`src/rtl/huffman_load_ctrl.sv`:
```
// Load controller for one Huffman decompression job: streams bitstream words
// MSB-first into the decoder wrapper and writes each decoded row to activation SRAM.
module huffman_load_ctrl #(
  parameter int col           = 8,
  parameter int bw            = 8,
  parameter int WORD_W        = 32,
  parameter int BS_ADDR_W     = 10,
  parameter int ROW_ADDR_W    = 11,
  parameter int DRAIN_TIMEOUT = 64
) (
  input  logic                    clk,
  input  logic                    reset,
  input  logic                    start,
  input  logic [BS_ADDR_W:0]      num_words,
  input  logic [ROW_ADDR_W:0]     num_rows,
  output logic                    bs_cen,
  output logic [BS_ADDR_W-1:0]    bs_addr,
  input  logic [WORD_W-1:0]       bs_q,
  output logic                    dec_reset,
  output logic                    dec_data_in,
  output logic                    dec_data_valid,
  input  logic [col*bw-1:0]       dec_row,
  input  logic                    dec_row_valid,
  output logic                    sram_cen,
  output logic                    sram_wen,
  output logic [ROW_ADDR_W-1:0]   sram_addr,
  output logic [col*bw-1:0]       sram_d,
  output logic                    busy,
  output logic                    done,
  output logic                    err_timeout,
  output logic                    err_overrun
);

  localparam int IDLE_W = $clog2(DRAIN_TIMEOUT) + 1;
  localparam int BIT_W  = $clog2(WORD_W);

  typedef enum logic [2:0] {
    S_IDLE, S_CLR, S_FETCH, S_LATCH, S_SHIFT, S_DRAIN, S_DONE
  } state_t;

  state_t state, next_state;

  logic [BS_ADDR_W:0]  num_words_q, word_cnt, word_cnt_inc;
  logic [ROW_ADDR_W:0] num_rows_q, row_cnt;
  logic [WORD_W-1:0]   shreg;
  logic [BIT_W-1:0]    bit_cnt;
  logic [IDLE_W-1:0]   idle_cnt;

  logic job_start, last_bit, rows_complete, drain_timeout;
  logic capture_active, row_accept, row_overrun;

  assign job_start      = (state == S_IDLE) && start;
  assign last_bit       = (bit_cnt == BIT_W'(WORD_W - 1));
  assign word_cnt_inc   = word_cnt + 1'b1;
  assign rows_complete  = (row_cnt == num_rows_q);
  assign drain_timeout  = (state == S_DRAIN) && !rows_complete &&
                          (idle_cnt == IDLE_W'(DRAIN_TIMEOUT - 1));
  assign capture_active = (state != S_IDLE) && (state != S_DONE);
  assign row_accept     = capture_active && dec_row_valid && (row_cnt < num_rows_q);
  assign row_overrun    = capture_active && dec_row_valid && (row_cnt >= num_rows_q);

  // The read address tracks the word counter; it only matters while bs_cen is low.
  assign bs_addr     = word_cnt[BS_ADDR_W-1:0];
  assign dec_data_in = shreg[WORD_W-1];

  always_comb begin
    // NOTE: default first so every path assigns next_state and no latch is inferred.
    next_state = state;
    unique case (state)
      S_IDLE:  if (start) next_state = S_CLR;
      S_CLR: begin
        if (num_words_q != '0)     next_state = S_FETCH;
        else if (num_rows_q != '0) next_state = S_DRAIN;
        else                       next_state = S_DONE;
      end
      S_FETCH: next_state = S_LATCH;
      S_LATCH: next_state = S_SHIFT;
      S_SHIFT: begin
        if (last_bit) next_state = (word_cnt_inc < num_words_q) ? S_FETCH : S_DRAIN;
      end
      S_DRAIN: begin
        if (rows_complete || drain_timeout) next_state = S_DONE;
      end
      S_DONE:  next_state = S_IDLE;
      default: next_state = S_IDLE;
    endcase
  end

  // NOTE: sequential state uses non-blocking assignments so all flops update together.
  always_ff @(posedge clk or posedge reset) begin
    if (reset) state <= S_IDLE;
    else       state <= next_state;
  end

  always_ff @(posedge clk or posedge reset) begin
    if (reset) begin
      num_words_q <= '0;
      num_rows_q  <= '0;
      word_cnt    <= '0;
      row_cnt     <= '0;
      shreg       <= '0;
      bit_cnt     <= '0;
      idle_cnt    <= '0;
    end else begin
      if (job_start) begin
        num_words_q <= num_words;
        num_rows_q  <= num_rows;
        word_cnt    <= '0;
        row_cnt     <= '0;
      end else begin
        if (state == S_SHIFT && last_bit) word_cnt <= word_cnt_inc;
        if (row_accept)                   row_cnt  <= row_cnt + 1'b1;
      end

      if (state == S_LATCH) begin
        shreg   <= bs_q;
        bit_cnt <= '0;
      end else if (state == S_SHIFT) begin
        shreg   <= {shreg[WORD_W-2:0], 1'b0};
        bit_cnt <= bit_cnt + 1'b1;
      end

      // Idle time is measured only while draining; any row restarts the window.
      if (state != S_DRAIN || dec_row_valid) idle_cnt <= '0;
      else                                   idle_cnt <= idle_cnt + 1'b1;
    end
  end

  always_ff @(posedge clk or posedge reset) begin
    if (reset) begin
      bs_cen         <= 1'b1;
      dec_reset      <= 1'b0;
      dec_data_valid <= 1'b0;
      sram_cen       <= 1'b1;
      sram_wen       <= 1'b1;
      sram_addr      <= '0;
      sram_d         <= '0;
      busy           <= 1'b0;
      done           <= 1'b0;
      err_timeout    <= 1'b0;
      err_overrun    <= 1'b0;
    end else begin
      // Control strobes are decoded from next_state so they line up with the state itself.
      bs_cen         <= (next_state != S_FETCH);
      dec_reset      <= (next_state == S_CLR);
      dec_data_valid <= (next_state == S_SHIFT);
      busy           <= (next_state != S_IDLE) && (next_state != S_DONE);
      done           <= (next_state == S_DONE);

      sram_cen <= !row_accept;
      sram_wen <= !row_accept;
      if (row_accept) begin
        sram_addr <= row_cnt[ROW_ADDR_W-1:0];
        sram_d    <= dec_row;
      end

      if (job_start) begin
        err_timeout <= 1'b0;
        err_overrun <= 1'b0;
      end else begin
        if (drain_timeout) err_timeout <= 1'b1;
        if (row_overrun)   err_overrun <= 1'b1;
      end
    end
  end

endmodule

```
`config.mk`:
```
export PLATFORM = sky130hd
export DESIGN_NAME = huffman_load_ctrl
export DESIGN_NICKNAME = d
export VERILOG_FILES = /design/src/rtl/huffman_load_ctrl.sv
export SDC_FILE = /design/constraint.sdc
export NUM_CORES = 1
export LEC_CHECK = 0
export BUFFER_PORTS_ARGS = -buffer_cell sky130_fd_sc_hd__buf_2
export CAP_MARGIN = 20
export CORE_ASPECT_RATIO = 0.6
export CORE_MARGIN = 2
export CORE_UTILIZATION = 53
export CTS_CLUSTER_DIAMETER = 200
export DETAILED_ROUTE_END_ITERATION = 8
export GPL_TIMING_DRIVEN = 0
export PLACE_DENSITY = 0.79
export SKIP_LAST_GASP = 1
export SLEW_MARGIN = 0
export SYNTH_ARGS = -nofsm -noshare
export SYNTH_HDL_FRONTEND = slang
export SYNTH_SLANG_ARGS = --single-unit
```
`constraint.sdc`:
```
create_clock -name clk -period 5.6 [get_ports clk]
set_input_delay 0.28 -clock clk [delete_from_list [all_inputs] [get_ports clk]]
set_output_delay 0.28 -clock clk [all_outputs]
set_load 0.005 [all_outputs]
```
==> results.txt, run 1 <==
Avg Vias per Cell - 5.160
Top FF cell, synth - dfrtp_1
final wirelength - 19,730 um
drt wl/cell - 15.15 um
kind of critical path - register to register
Worst Tran Pin Value - 609.0 ps
Cell Count, Final, Fillers Out - 1,303
Starting Density - 0.5460
most frequent cells after synthesis - 317 x nand2_1, 174 x dfrtp_1, 56 x o21ai_0, 33 x inv_1, 33 x mux2i_1
Hold Crit Class - input port to register
RD Place Congestion - 0.7972
post-layout instance area - 9955 um^2
DR pass1 iterations - 5
P_leak - 5.377 nW
DRC Markers - 0
Seq cells post-synth - 176
DRT iter0 DRCs - 486
Clock Root Buffer - clkbuf_16
area delta synth->final - 24.94%
share of cells above drive strength 1 - 0.2711
TritonCTS clock tree - built
area of placed instances - 9336 um^2
clock skew - 21.96 ps
distinct cell type count after synthesis - 50
Fill cells - 1,191
grt total ovfl - 0
number of clock buffers inserted by TritonCTS - 17
antenna violations before repair - 2
number of global-route vias before repair - 6,557
Multi-input gate area - 3174 um^2
final total power - 0.004940 W
asr flop ratio synth - 1.000
post-layout util - 0.6822
post-synth top area cell - dfrtp_1
EDFF count, synth - 0
Row Count - 34
Setup TNS Final - 0 ps
sequential element share of the synthesized area - 0.5531
post-cts resize count - 0
Detail Route met3 WL - 1263 um
Final min period - 3535 ps
GRT Resource Usage Total - 0.2527
Synth top area share - 0.5465
IO buf count - 217
kind of end point of the critical path - register
worst-skew pair later-pin latency - 440 ps
wire length of the first global-routing pass - 32,240 um
highest clock rate - 282.9 MHz
H-tree depth - 4
largest net degree at the start of global routing - 92
Max Cap Viol - 0
vias - 6,723
placed cell count - 1,268
Syn Inst Count - 852
top-count cell post-synth - nand2_1
Clock transition at path regs - 90 ps
nets - 1,240
Slew Viols, Final - 0
met2 WL post-DR - 8796 um
die span in x - 162.3 um
post-DP HPWL - 14,300 um
Power Dens Cells - 496.3 nW/um^2
I/O pin cnt - 218
clk buf depth - 2
RSZ-0062 raised after global routing - no
crit start category - register
worst-path fanout max - 7
status - complete, no violations
# setup viols final - 0
CP required - 5950 ps
max layer used - met4
Core Region - 14,590 um^2
Post-Syn Nets - 1,002
largest cells by area after synthesis - dfrtp_1 55%, nand2_1 15%, ha_1 4.2%, mux2i_1 4.1%, o21ai_0 3.5%
die height - 98.98 um
Worst EP arrival - 3880 ps
Post-Syn Area - 7968 um^2
CTS sink cnt - 176
register area - 4407 um^2
Mapped Avg Cell Area - 9.352 um^2
number of routed nets with antenna violations - 0
worst vdd ir - 0.2319 mV
Synth Warn # - 0
Routed met1 length - 9443 um
Final Hold Fails - 0
Total Die Area - 16,060 um^2
Slew HR - 0.5940
final period utilization - 0.6313
==> worst paths after layout <==
kind | startpoint | to | slack (ps) | depth (start not counted)
worst min register to register | idle_cnt[0] | idle_cnt[0] | 470 | 1
worst min-delay path | dec_row[57] | sram_d[57] | 30 | 3
min in group asynchronous | reset | sram_d[49] | 470 | 3
worst max register to register | word_cnt[0] | dec_data_valid | 2060 | 14
worst max-delay path | word_cnt[0] | dec_data_valid | 2060 | 14
max in group asynchronous | reset | bs_cen | 4240 | 4
==> report_power, final <==
group	switching (W)	internal, W	total [W]	leakage, nW
Clock	0.000577	0.000615	0.00119	0.292
Combinational	0.00101	0.000685	0.00170	2.85
Sequential	0.000289	0.00176	0.00205	2.24
==> cell families (layout without fill, tap and decap cells) <==
| kind of cell | after synthesis | after routing | share of synthesized area |
|---|---|---|---|
| other | 0 | 2 | 0 |
| flip-flops | 176 | 176 | 0.5531 |
| buffers and inverters | 85 | 336 | 0.04853 |
| AO/OA/AOI/OAI | 104 | 104 | 0.08244 |
| multiplexers | 33 | 33 | 0.04146 |
| AND/OR/NAND/NOR | 410 | 410 | 0.2134 |
| adder cells (fa/ha/maj) | 27 | 27 | 0.04240 |
| XOR/XNOR | 17 | 17 | 0.01869 |
==> placed cells by master, fill, tap and decap left out, drive strengths merged, types with 5 or more instances in the layout <==
cell / n
clkbuf: 37
nand4: 6
dfrtp: 174
nand2: 317
and3: 13
xor2: 8
nor3: 8
inv: 42
nand3: 21
a22o: 5
clkinv: 6
nor4: 7
ha: 27
nor2: 24
a31o: 6
buf: 249
o21ai: 58
a21oi: 13
mux2i: 33
xnor2: 9
==> timing repair <==
action / CTS / global route
setup buffers: 0 / 0
endpoints found under the hold margin: 84 / 0
hold buffers: 1 / 0
==> layer usage <==
| metal | track usage | vias up |
|---|---|---|
| li1 | - | 3276 |
| met1 | 0.3759 | 3203 |
| met2 | 0.3810 | 224 |
| met3 | 0.06103 | 20 |
| met4 | 0.05310 | 0 |
| met5 | 0 | - |
==> critical path, stage by stage, from the launching register on <==
cell       delay [ps]
dfrtp_1           450
ha_1              210
nand3_1           130
nor2_1            220
and3_1            260
nand3_1           110
xnor2_1           200
ha_1              280
nand2_1           130
o2111ai_1         170
a221oi_2          480
nor2_1            100
nor4_2            420
inv_1             130
nor3_2            160
==> stage by stage <==
step	hold WS, ps	setup WS (ps)
6_report	25.86	2065
5_1_grt	23.73	1773
4_1_cts	19.45	2108
3_5_place_dp	412.3	2237
3_3_place_gp	448.4	-1413
2_1_floorplan	385.4	549.8
==> state kept, by name (all words and copies together), names as in the netlist, 3 cells and up <==
name	flops
shreg	32
num_words_q	11
bit_cnt	5
idle_cnt	7
row_cnt	12
sram_addr	11
num_rows_q	12
state	3
sram_d	64
word_cnt	11
==> layout make-up <==
class / count / area share
Clock inverter: 14 / 0.01647
Tap cell: 198 / 0.02489
Clock buffer: 18 / 0.04412
Inverter: 35 / 0.01395
Sequential cell: 176 / 0.4427
Multi-Input combinational cell: 591 / 0.3189
Antenna cell: 2 / 0.0005028
Timing Repair Buffer: 219 / 0.1129
Buffer: 50 / 0.02564
No activity file was read; power rests on OpenSTA's default activity.
==> inputs of run 2 (changes only) <==
CORE_UTILIZATION = 48   (was 53)
PLACE_DENSITY = 0.75   (was 0.79)
clock period = 2.84 ns   (was 5.6 ns; I/O delays follow)
==> run 2 against run 1 <==
Compared with the run above:
- the flow now finishes with violations (setup timing)
- sequential cell count unchanged
- critical endpoint unchanged
- global-route usage up 1.1 points
- largest power group unchanged
- hold slack gained 170 ps
- power increased by 100%
- routed wire length increased by 15%
==> results.txt, run 2 (synthesis gave the netlist of run 1 again) <==
status - complete, but fails checks
violated checks - setup timing
most frequent cells in the layout - 315 x nand2_1, 235 x buf_2, 174 x dfrtp_1
number of global-route vias before repair - 7,342
clk buf depth - 2
Seq pwr share - 0.405
Final Hold Fails - 0
CTS sink cnt - 176
Worst EP arrival - 3420 ps
Max Cap Viol - 0
combinational power share - 0.368
I/O pin cnt - 218
Routed met1 length - 10,700 um
Clock Root Buffer - clkbuf_16
DRT iter0 DRCs - 482
clock skew - 13.98 ps
Clock transition at path regs - 80 ps
Detail Route met3 WL - 1209 um
vias - 7,387
CP required - 3190 ps
nets - 1,383
Worst Tran Pin Value - 761.2 ps
worst-skew pair later-pin latency - 430 ps
Power Dens Cells - 872.9 nW/um^2
CP max stage delay - 410 ps
highest clock rate - 325.2 MHz
RD Place Congestion - 0.8058
Clock power frac - 0.227
NetSw - 0.003774 W
kind of critical path - register to register
kind of end point of the critical path - register
largest net degree at the start of global routing - 45
share of cells above drive strength 1 - 0.2713
CP cell instances - ha_4 -> nand3_4 -> nor2_4 -> and3_4 -> buf_6 -> xor2_1 -> ha_1 -> a21oi_2 -> o2111ai_2 -> a221oi_2 -> nor2_1 -> nor4_2 -> inv_1 -> nor3_2
Slew HR - 0.4861
Top reg by flops - sram_d
buffers and inverters on the worst path - 2
post-layout util - 0.7049
post-DP HPWL - 14,740 um
Regs by FF count - sram_d (64), shreg (32)
number of clock buffers inserted by TritonCTS - 17
number of routed nets with antenna violations - 0
IO buf count - 217
# setup viols final - 7
Slew Viols, Final - 0
H-tree depth - 4
max layer used - met4
die height - 103.8 um
DRC Markers - 0
TritonCTS clock tree - built
area delta synth->final - 43.47%
max FFs per register - 64
worst-path fanout max - 2
DR pass1 iterations - 5
drt wl/cell - 15.64 um
grt total ovfl - 0
crit start category - register
Final min period - 3075 ps
Placement Setup Slack - -547.6 ps
RSZ-0062 raised after global routing - yes
ant diodes - 0
Avg Vias per Cell - 5.077
met2 WL post-DR - 10,340 um
final period utilization - 1.083
P_leak - 6.003 nW
Row Count - 36
Starting Density - 0.4914
antenna violations before repair - 0
Core Region - 16,220 um^2
Total Die Area - 17,680 um^2
worst vdd ir - 0.4056 mV
Hold Crit Class - input port to register
commonest non-fill, non-tap cell in the layout - nand2_1
final wirelength - 22,760 um
CP max stage cell - dfrtp_1
wire length of the first global-routing pass - 36,940 um
Final WS setup - -234.8 ps
GRT Resource Usage Total - 0.2640
Crit path max-delay family - simple AND/OR/NAND/NOR gates
switching share of power - 0.3783
die span in x - 170.3 um
Internal - 0.006204 W
run 2: changes by cell type in the layout (fill, tap and decap cells not counted), sizes merged:
cell,before,now
clkinvlp,1,3
dlygate4sd3,1,120
diode,2,0
buf,249,273
clkbuf,37,38
clkinv,6,3
run 2: repair_timing:
item / 4_1_cts / 5_1_grt
buffers inserted: 16 / 5
endpoints found under the setup margin: 7 / 7
hold endpoints to repair: 147 / 0
hold buffers: 120 / 0
pin swaps: 14 / 13
resized for setup: 11 / 7
run 2: through the flow:
step	power [W]	area (um^2)	instances	TNS, ps	hold slack (ps)
2_1_floorplan	0.006063	7989	852	0	247.4
3_3_place_gp	0.007237	9336	1278	-106990	331.0
3_5_place_dp	0.007400	9417	1282	-2321	299.5
4_1_cts	0.009886	11360	1450	-737.7	156.6
5_1_grt	0.01068	11430	1455	-2022	212.3
6_report	0.009979	11430	1455	-1207	196.1
run 2: final cells by class:
type                       count  area (um^2)
fill                        1157         4785
sequential                   176         4407
multi-input combinational    591         3279
timing repair buffer         362         2532
clock buffer                  19        442.9
tap                          209        261.5
buffer                        50        255.2
inverter                      35        135.1
clock inverter                13        117.6
run 2: per-layer routing:
layer,up-vias,global-route usage
li1,3565,-
met1,3532,0.3751
met2,239,0.4103
met3,51,0.04929
met4,0,0.08669
met5,-,0
run 2: path summary, 6_finish.rpt:
path	start	slack, ps	depth (start not counted)	to
max	word_cnt[1]	-230	14	dec_data_valid
min in group asynchronous	reset	380	3	word_cnt[5]
min	dec_row_valid	200	3	err_overrun
max reg2reg	word_cnt[1]	-230	14	dec_data_valid
max in group asynchronous	reset	1530	5	sram_wen
min reg2reg	idle_cnt[0]	470	1	idle_cnt[0]
run 2: power groups by stage:
stage | clock [W] | combinational (W) | sequential, W
finish | 0.00226 | 0.00367 | 0.00404
global route | 0.00240 | 0.00412 | 0.00416
CTS | 0.00230 | 0.00356 | 0.00402
detailed placement | 0 | 0.00336 | 0.00404
global placement | 0 | 0.00322 | 0.00402
floorplan | 0 | 0.00205 | 0.00401
run 2: worst reg2reg max path: stages (launching register included):
cell	delay, ps
dfrtp_1	410
ha_4	170
nand3_4	90
nor2_4	120
and3_4	220
buf_6	100
xor2_1	160
ha_1	290
a21oi_2	160
o2111ai_2	130
a221oi_2	300
nor2_1	90
nor4_2	410
inv_1	140
nor3_2	190
